File: src/rtl/gctr_decrypt.sv
// gctr_decrypt: streaming 64-bit GCTR decryptor fed by an external block-cipher keystream port
module gctr_decrypt #(
  parameter logic [63:0] ICB_INIT = 64'hABAC8CA6000AA98A
) (
  input  logic        clk,
  input  logic        reset,
  input  logic        start,
  input  logic        use_icb_in,
  input  logic [63:0] icb_in,
  output logic        busy,
  input  logic        in_valid,
  output logic        in_ready,
  input  logic [63:0] in_data,
  input  logic        in_last,
  input  logic [6:0]  in_nbits,
  output logic        out_valid,
  input  logic        out_ready,
  output logic [63:0] out_data,
  output logic        out_last,
  output logic [6:0]  out_nbits,
  output logic        ciph_req,
  output logic [63:0] ciph_block,
  input  logic        ciph_ack,
  input  logic [63:0] ciph_result
);
  typedef enum logic [1:0] {IDLE, KS_REQ, DATA} state_t;
  state_t      state_q, state_d;
  logic [63:0] ctr_q, ctr_d, ks_q, ks_d, out_data_q, out_data_d, mask;
  logic        out_valid_q, out_valid_d, out_last_q, out_last_d, in_fire;
  logic [6:0]  out_nbits_q, out_nbits_d, n;
  always_comb begin
    n = (in_last && in_nbits >= 7'd1 && in_nbits <= 7'd64) ? in_nbits : 7'd64;
    mask = ~({64{1'b1}} >> n);
    in_fire = in_valid && in_ready;
    state_d = state_q;
    ctr_d = ctr_q;
    ks_d = ks_q;
    out_valid_d = out_valid_q && !out_ready;
    out_data_d = out_data_q;
    out_last_d = out_last_q;
    out_nbits_d = out_nbits_q;
    if (in_fire) begin
      out_valid_d = 1'b1;
      out_data_d = (in_data ^ ks_q) & mask;
      out_last_d = in_last;
      out_nbits_d = n;
    end
    case (state_q)
      IDLE: if (start) begin
        ctr_d = use_icb_in ? icb_in : ICB_INIT;
        state_d = KS_REQ;
      end
      KS_REQ: if (ciph_ack) begin
        ks_d = ciph_result;
        ctr_d = {ctr_q[63:32], ctr_q[31:0] + 32'd1};
        state_d = DATA;
      end
      DATA: if (in_fire) state_d = in_last ? IDLE : KS_REQ;
      default: state_d = IDLE;
    endcase
  end
  always_ff @(posedge clk) begin
    if (reset) begin
      state_q <= IDLE;
      ctr_q <= ICB_INIT;
      ks_q <= '0;
      out_valid_q <= 1'b0;
      out_data_q <= '0;
      out_last_q <= 1'b0;
      out_nbits_q <= '0;
    end else begin
      state_q <= state_d;
      ctr_q <= ctr_d;
      ks_q <= ks_d;
      out_valid_q <= out_valid_d;
      out_data_q <= out_data_d;
      out_last_q <= out_last_d;
      out_nbits_q <= out_nbits_d;
    end
  end
  // ack only matters in KS_REQ, so late acks outside a request fall through
  assign ciph_req = state_q == KS_REQ;
  assign ciph_block = ciph_req ? ctr_q : '0;
  assign in_ready = state_q == DATA && (!out_valid_q || out_ready);
  assign busy = state_q != IDLE || out_valid_q;
  assign out_valid = out_valid_q;
  assign out_data = out_data_q;
  assign out_last = out_last_q;
  assign out_nbits = out_nbits_q;
endmodule

File: config.mk
export PLATFORM = sky130hd
export DESIGN_NAME = gctr_decrypt
export DESIGN_NICKNAME = d
export VERILOG_FILES = /design/src/rtl/gctr_decrypt.sv
export SDC_FILE = /design/constraint.sdc
export NUM_CORES = 1
export LEC_CHECK = 0
export CAP_MARGIN = 20
export CORE_ASPECT_RATIO = 0.75
export CORE_UTILIZATION = 45
export DETAILED_ROUTE_END_ITERATION = 10
export PLACE_DENSITY = 0.82
export SYNTH_ARGS = -nofsm -noshare
export SYNTH_HDL_FRONTEND = slang
export SYNTH_SLANG_ARGS = --single-unit
File: constraint.sdc
create_clock -name clk -period 2.8 [get_ports clk]
set_clock_uncertainty 0.05 [all_clocks]
set_input_delay 0.84 -clock clk [delete_from_list [all_inputs] [get_ports clk]]
set_output_delay 0.84 -clock clk [all_outputs]
set_load 0.01 [all_outputs]
-- Yosys cells after proc, flatten, opt, wreduce, memory -nomap -nowiden
Cells that the tools add are included.
Widths: inputs -> output; s select.
- bits in registers: 203
- input bits: 207
- output and inout port bits: 140
- logic and storage cells: 49
- add/subtract/negate cells: 1
- magnitude comparators: 2
- equality and inequality tests: 5
- shifts and indexed selects: 1
- muxes and demuxes: 12
- bitwise gates (word level): 4
- reduce and logical (&&, ||, !) cells: 16
- operators by type and width (cell ; number):
    $mux 64 ; 3
    $pmux 64 s2 ; 1
    $and 64x64->64 ; 1
    $not 64->64 ; 1
    $shr 64x7->64 const A ; 1
    $xor 64x64->64 ; 1
    $add 32x1->32 const B ; 1
    $mux 32 ; 1
    $reduce_and 3->1 ; 3
    $ge 7x1->1 const B ; 1
    $le 7x7->1 const B ; 1
    $mux 7 ; 1
    $mux 2 ; 3
    $pmux 2 s3 ; 1
    $logic_and 1x1->1 ; 5
    $ne 2x2->1 const B ; 2
    $reduce_bool 2->1 ; 2
    $eq 2x1->1 const B ; 1
    $eq 2x2->1 const B ; 1
    $logic_not 1->1 ; 2
    $logic_not 2->1 ; 1
    $logic_or 1x1->1 ; 2
    $mux 1 ; 2
    $ne 2x1->1 const B ; 1
    2 further kinds ; 2

-- Depth between registers and ports, before layout
Gate-level depths: netlist (run 1).
- depth in word-level cells: 7
- depth in mapped cells: 7
- mapped depth without buffers: 6

-- Worst setup path after synthesis (run 1)
OpenSTA, ideal clock, no wires.
- kind: input -> register
- from: input port in_nbits[3]
- to: register out_data_q[61], in the netlist out_data[61]
- setup time: 117 ps
- data arrival time: 2348 ps
- slack: 285 ps
- stages on the path: 6
- path buffers: 2
- path through: clkbuf_1 or2_2 clkbuf_1 nor4_1 nand2_1 a32o_1
- longest elaborated chain between the ends: 7
- elaborated cells between the ends (all ways): 8
- those cells by class: 2 x order compare; 1 x shift; 1 x mux; 2 x bitwise; 2 x reduce/logical
- RTL lines (what ; RTL line ; RTL):
    start, declared ; 15 ; input logic [6:0] in_nbits,
    $ge 7x1->1 ; 32 ; n = (in_last && in_nbits >= 7'd1 && in_nbits <= 7'd64) ? in_nbits : 7'd64;
    $logic_and 1x1->1 (2 in a row) ; 32 ;
    $mux 7 (*) ; 32 ;
    $shr 64x7->64 (*) ; 33 ; mask = ~({64{1'b1}} >> n);
    $not 64->64 (*) ; 33 ;
    $and 64x64->64 (*) ; 44 ; out_data_d = (in_data ^ ks_q) & mask;
    end signal, assigned ; 76 ; out_data_q <= out_data_d;
    end, declared ; 28 ; logic [63:0] ctr_q, ctr_d, ks_q, ks_d, out_data_q, out_data_d, mask;
Every way passes the cells marked *; elsewhere a longest branch is shown, timed or not.
A chain may end at the register's enable or synchronous reset.

-- Worst setup path after layout (run 1)
- from: register state_q[1]
- to: output port busy
- longest elaborated chain between the ends: 2
- RTL lines (what ; RTL line ; RTL):
    start, declared ; 27 ; state_t state_q, state_d;
    start signal, assigned ; 72 ; state_q <= state_d;
    $reduce_bool 2->1 ; 85 ; assign busy = state_q != IDLE || out_valid_q;
    $logic_or 1x1->1 ; 85 ;
    end, declared ; 10 ; output logic busy,
No other way between the ends.

==> key figures, run 1 <==
Outcome
  • Outcome: completed

Place
  • Port Buffers: 346
  • Global placement routability congestion: 0.9522
  • HPWL after DPL: 24,770 um
  • Placed Area: 13,630 um^2

STA
  • Final setup vio count: 0
  • Fmax: 0.3682 GHz
  • Final slew viol count: 0
  • Fin. Hold Viols: 0
  • Slew HR: 50.05%
  • Worst Max-Slew Pin Slew: 0.7436 ns
  • Period utilization: 97.00%
  • Final period demand of the worst path: 2.716 ns
  • RSZ-0062 raised after global routing: no
  • Final Hold Slack: 0.3963 ns

Floorplanning
  • # IOs: 347
  • Starting Density: 46.73%
  • Site Rows: 45
  • Die Width: 170.7 um
  • Die Area: 21,930 um^2
  • Core area: 20,550 um^2
  • Die height: 128.5 um

Synthesis
  • Post-synthesis sequential area ratio: 42.32%
  • Synth cell types: 64
  • Dominant synthesized flop cell: dfxtp_1
  • Post-synth net total: 1,414
  • Synth Cell Area: 9603 um^2
  • Post-Synthesis Cells: 1,206
  • Yosys reg bits: 203
  • Mean Syn Cell Area: 7.963 um^2
  • Synthesis Warnings: 0
  • Number of flops mapped to enable cells by yosys: 0
  • Post-synth ARST share: 0%

Clock tree
  • CTS Root Cell: clkbuf_16
  • Clock Latency Late Sink: 0.49 ns
  • Clock-pin slew of the registers on the worst-case setup and hold paths: 0.06 ns
  • Clk sinks: 203
  • CTS tree: built
  • CTS Buf Count: 21
  • H-tree depth: 1
  • CTS max path bufs: 3
  • Hold Buf Count CTS: 0

Global route
  • Vias in the first global route: 9,441
  • GR Util All Layers: 29.87%
  • First-pass GRT wire length: 51,510 um
  • Largest net degree at the start of global routing: 79
  • Total grt overflow: 0
  • Initial antenna violation count: 2

Layout
  • Commonest cells after routing, fill and taps aside: 279 x clkdlybuf4s50_1, 213 x nand2_1, 202 x dfxtp_1
  • Multi-input gate area: 5122 um^2
  • Fin area: 14,270 um^2
  • Synth-to-Final Area Change: 48.65%
  • Final layout net count: 1,757
  • Layout cell share with drive strength beyond 1: 8.003%
  • Sequential Area: 4065 um^2
  • Fill cell count: 1,737
  • Commonest non-fill, non-tap cell in the layout: clkdlybuf4s50_1
  • Core Util, Final: 69.46%

Routing
  • Vias: 10.24k
  • Post-Route WL: 33,630 um
  • DR iter-0 viols: 876
  • Wire per inst: 18.23 um
  • Post-DRT Antenna Nets: 0
  • Drc violations: 0
  • Vias/cell: 5.550
  • DRT Pass-1 Iters: 6

Power and ir drop
  • Leak pwr: 5.548 nW
  • Maximum vdd drop: 0.0004226 V
  • PwrDens: 545.3 nW/um^2
  • Final Power: 0.007784 W

Job
  • Max cap viols: 0

Critical path
  • Crit Path Max Fanout: 5
  • Crit path kind: reg -> out
  • WP data required: 1.91 ns
  • Setup crit end kind: output pin
  • Worst Path Arrival: 1.83 ns
  • Startpoint Class: flip-flop

Min path
  • Hold Path Class: reg -> reg
-- final timing paths --
kind                to  startpoint  cells after the start  slack, ns
min          ctr_q[58]   ctr_q[58]                      2       0.40
min reg2reg  ctr_q[58]   ctr_q[58]                      2       0.40
max reg2reg  ctr_q[28]   ctr_q[16]                      5       0.34
max               busy  state_q[1]                      3       0.08
-- per-stage QoR --
step,worst slack (ns),cells,TNS (ns)
2_1_floorplan,0.2849,1206,0
3_3_place_gp,-0.1506,1808,-0.1506
3_5_place_dp,-0.1305,1808,-0.2008
4_1_cts,0.005364,1844,0
5_1_grt,0.02035,1845,0
6_report,0.08405,1845,0
-- sequential cells by signal (all words and copies together), names as in the netlist --
name,cells
ctr_q,64
ks_q,64
out_data,64
out_last,1
state_q,2
out_valid,1
out_nbits,7
-- repair_timing --
item	4_1_cts	5_1_grt
setup endpoints to repair	65	1
resized for setup	66	1
setup buffers	0	0
-- Yosys cell counts, types with 3 or more instances --
library cell  count  area [um^2]
a211o_1           3        26.28
a211oi_1         22        165.2
a21o_1            4        30.03
a21oi_1         158        790.8
a221oi_1          6        52.55
a22o_1           11        96.34
a31oi_1           4        25.02
a32o_1           18        180.2
and2_1           64        400.4
and3_1           12        75.07
and4_1            3        26.28
buf_1             6        22.52
clkbuf_1         77        289.0
clkbuf_8          6        82.58
dfxtp_1         203         4064
mux2i_1           6        60.06
nand2_1         214        803.3
nand2b_1          7        43.79
nand3_1          58        290.3
nand3b_1          3        22.52
nand4_1          12        75.07
nor2_1           83        311.6
nor3_1           38        190.2
nor4_1           10        62.56
o21a_1            3        22.52
o21ai_0          26        130.1
o21bai_1         17        127.6
o22ai_1           5        31.28
o31ai_1          10        75.07
or2_2             4        25.02
or3_1             4        25.02
xnor2_1          43        376.6
xor2_1           26        227.7
-- power by group --
part | switching (W) | internal (W) | total [W]
Combinational | 0.000835 | 0.000804 | 0.00164
Sequential | 0.000150 | 0.00305 | 0.00320
Clock | 0.00116 | 0.00178 | 0.00294
Total | 0.00214 | 0.00564 | 0.00778
-- area by class of cell --
| cell class | count | area share [%] |
|---|---|---|
| Antenna cell | 1 | 0.01753 |
| Multi-Input combinational cell | 907 | 35.88 |
| Inverter | 3 | 0.07889 |
| Clock inverter | 7 | 0.7976 |
| Tap cell | 282 | 2.472 |
| Sequential cell | 203 | 28.48 |
| Timing Repair Buffer | 413 | 28.03 |
| Clock buffer | 29 | 4.242 |
-- routing by layer --
metal / global-route usage [%] / up-vias / routed length (um)
li1: - / 4899 / -
met1: 41.07 / 4806 / 14640
met2: 46.22 / 461 / 14640
met3: 7.013 / 72 / 3240
met4: 9.433 / 2 / 1086
met5: 0 / - / 13
-- kinds of logic (layout without fill, tap and decap cells) --
logic type	Yosys count	count (layout)	share of synthesized area (%)
and+or+nand+nor	526	526	25.98
DFF	203	203	42.32
muxes	6	6	0.6254
adders and majority gates	1	1	0.1303
buffers and inverters	96	452	4.625
other	0	1	0
AOI/OAI and AO/OA	305	305	20.03
xor gates and xnor gates	69	69	6.293
-- worst max-delay path: stages (launching register included) --
cell             delay [ns]
dfxtp_1                0.31
buf_4                  0.15
or3_1                  0.36
clkdlybuf4s50_1        0.52
Note: power is estimated with default switching activity, not from simulation.
==> run 2: changes to the inputs <==
Settings changed: CORE_UTILIZATION 45 to 30, PLACE_DENSITY 0.82 to 0.59.
==> run 2 against run 1 <==
Net effect: routed wire length increased by 12%; maximum frequency increased by 1.1%; final cell count increased by 7.8%; design area increased by 2.6%; hold slack got worse by 0.0010 ns; combinational power increased by 5%; register-to-register slack improved by 0.03 ns; die area increased by 49%; clock-buffer cell count increased by 6; highest routed layer is now met4; sequential share of layout area decreased by 0.73 points; global-route usage decreased by 7.5 points.
==> key figures, run 2 (same netlist as run 1, synthesis figures left out) <==
Outcome
  • Outcome: completed (unchanged)

Power and ir drop
  • Seq pwr share: 39.7% (was 41.2%)
  • Maximum vdd drop: 0.0004078 V (was 0.0004226 V)
  • Leak pwr: 5.666 nW (was 5.548 nW)
  • Cell internal pwr: 0.005779 W (was 0.005642 W)
  • Final Power: 0.008060 W (was 0.007784 W)
  • Clock power share: 39.0% (was 37.8%)
  • Logic pwr share: 21.3% (was 21.1%)
  • Net switching power: 0.002280 W (was 0.002142 W)
  • PwrDens: 550.2 nW/um^2 (was 545.3 nW/um^2)
  • Switching portion of total power: 28.29% (was 27.52%)

Layout
  • Synth-to-Final Area Change: 52.55% (was 48.65%)
  • Commonest cells after routing, fill and taps aside: 278 x clkdlybuf4s50_1, 213 x nand2_1, 202 x dfxtp_1 (was 279 x clkdlybuf4s50_1, 213 x nand2_1, 202 x dfxtp_1)
  • Non-filler cells, final: 1,989 (was 1,845)
  • Layout cell share with drive strength beyond 1: 9.039% (was 8.003%)
  • Commonest non-fill, non-tap cell in the layout: clkdlybuf4s50_1 (unchanged)
  • Fill cell count: 3,158 (was 1,737)
  • Final layout net count: 1,773 (was 1,757)

Min path
  • Hold Path Class: reg -> reg (unchanged)
  • Hold_sp: ctr_q[52] (was ctr_q[58])

Routing
  • Wire per inst: 18.97 um (was 18.23 um)
  • DRT Pass-1 Iters: 5 (was 6)
  • Drc violations: 0 (unchanged)
  • Post-DRT Antenna Nets: 0 (unchanged)
  • Vias/cell: 5.077 (was 5.550)
  • Vias: 10.10k (was 10.24k)
  • Post-Route WL: 37,730 um (was 33,630 um)
  • DR iter-0 viols: 698 (was 876)

STA
  • Final Hold Slack: 0.3953 ns (was 0.3963 ns)
  • Worst Max-Slew Pin Slew: 0.9000 ns (was 0.7436 ns)
  • RSZ-0062 raised after global routing: no (unchanged)
  • Setup_tns: 0 ns (unchanged)
  • Final setup vio count: 0 (unchanged)
  • Period utilization: 95.90% (was 97.00%)
  • Final period demand of the worst path: 2.685 ns (was 2.716 ns)
  • Fmax: 0.3724 GHz (was 0.3682 GHz)
  • Fin. Hold Viols: 0 (unchanged)
  • Slew HR: 39.86% (was 50.05%)
  • Final slew viol count: 0 (unchanged)

Clock tree
  • Setup Buffers After CTS: 0 (unchanged)
  • Clk sinks: 203 (unchanged)
  • CTS tree: built (unchanged)
  • CTS max path bufs: 3 (unchanged)
  • Clock Latency Late Sink: 0.52 ns (was 0.49 ns)
  • Clock-pin slew of the registers on the worst-case setup and hold paths: 0.06 ns (about the same)
  • H-tree depth: 1 (unchanged)
  • CTS Buf Count: 24 (was 21)
  • CTS Root Cell: clkbuf_16 (unchanged)

Critical path
  • Setup crit end kind: output pin (unchanged)
  • Crit Path Max Fanout: 28 (was 5)
  • Worst Path Arrival: 1.80 ns (was 1.83 ns)
  • Reg2Reg Launch Point: ctr_q[0] (was ctr_q[16])
  • WP data required: 1.91 ns (about the same)
  • Crit path from: state_q[1] (unchanged)
  • Crit path kind: reg -> out (unchanged)
  • Startpoint Class: flip-flop (unchanged)

Floorplanning
  • # IOs: 347 (unchanged)
  • Site Rows: 56 (was 45)
  • Starting Density: 30.59% (was 46.73%)
  • Die Width: 208.6 um (was 170.7 um)
  • Die Area: 32,740 um^2 (was 21,930 um^2)
  • Core area: 31,390 um^2 (was 20,550 um^2)
  • Die height: 156.9 um (was 128.5 um)

Job
  • Max cap viols: 0 (unchanged)

Place
  • HPWL after DPL: 27,740 um (was 24,770 um)
  • Port Buffers: 346 (unchanged)
  • Placed cell count: 1,944 (was 1,808)
  • Global placement routability congestion: 0.8820 (was 0.9522)

Global route
  • GR Util All Layers: 22.40% (was 29.87%)
  • Vias in the first global route: 9,614 (was 9,441)
  • Total grt overflow: 0 (unchanged)
  • Largest net degree at the start of global routing: 66 (was 79)
  • Initial antenna violation count: 2 (unchanged)
  • First-pass GRT wire length: 57,300 um (was 51,510 um)
run 2: cell types whose count changed in the layout (fill, tap and decap cells not counted), sizes merged:
cell	delta
buf	+13
clkbuf	+6
clkinv	+3
bufinv	-1
clkdlybuf4s50	-1
dlymetal6s2s	+1
inv	-1
run 2: repair_timing:
action | 4_1_cts | 5_1_grt
pin swaps | 0 | 0
resized for setup | 72 | 4
endpoints found under the setup margin | 66 | 29
gates cloned | 1 | 0
hold buffers | 0 | 0
run 2: final timing paths:
kind         cells past startpoint  slack, ns              to
max                              5       0.11  ciph_block[45]
min                              2       0.40       ctr_q[52]
max reg2reg                      6       0.37       ctr_q[30]
min reg2reg                      2       0.40       ctr_q[52]
run 2: power by group through the flow:
stage / Clock (W) / Sequential, W / Combinational, W
2_1_floorplan: 0 / 0.00323 / 0.000849
3_3_place_gp: 0 / 0.00325 / 0.00174
3_5_place_dp: 0 / 0.00326 / 0.00175
4_1_cts: 0.00325 / 0.00320 / 0.00173
5_1_grt: 0.00339 / 0.00322 / 0.00185
6_report: 0.00314 / 0.00320 / 0.00172
run 2: stage by stage:
| step | utilization [%] | cell area, um^2 | setup WS [ns] |
|---|---|---|---|
| 2_1_floorplan | - | 9603 | 0.2849 |
| 3_3_place_gp | 44.24 | 13890 | -0.1430 |
| 3_5_place_dp | 44.24 | 13890 | -0.1359 |
| 4_1_cts | 46.63 | 14640 | -0.1454 |
| 5_1_grt | 46.66 | 14650 | 0.01469 |
| 6_report | 46.67 | 14650 | 0.1148 |
run 2: final cells by class:
type / instances / area, um^2 / area share [%]
diodes: 1 / 2.502 / 0.01708
clock buffers: 35 / 693.2 / 4.732
clock inverters: 8 / 90.09 / 0.6150
inverters: 3 / 16.27 / 0.1110
multi-input cells: 907 / 5136 / 35.06
flip-flops and latches: 203 / 4065 / 27.75
well taps: 406 / 508.0 / 3.468
repair buffers: 426 / 4138 / 28.25
run 2: routing by layer:
layer  vias to the layer above  part of all wire, %  track usage [%]
met4                         0                  2.5            6.022
met1                      4766                   48            32.54
met2                       341                   42            32.73
met5                         -                    0                0
li1                       4936                    -                -
met3                        55                  7.3            5.387
run 2: worst max-delay path, stage by stage, from the launching register on:
cell	delay, ns
dfxtp_1	0.31
nand2b_2	0.20
clkinv_4	0.12
buf_12	0.18
and2_1	0.14
dlygate4sd2_1	0.31
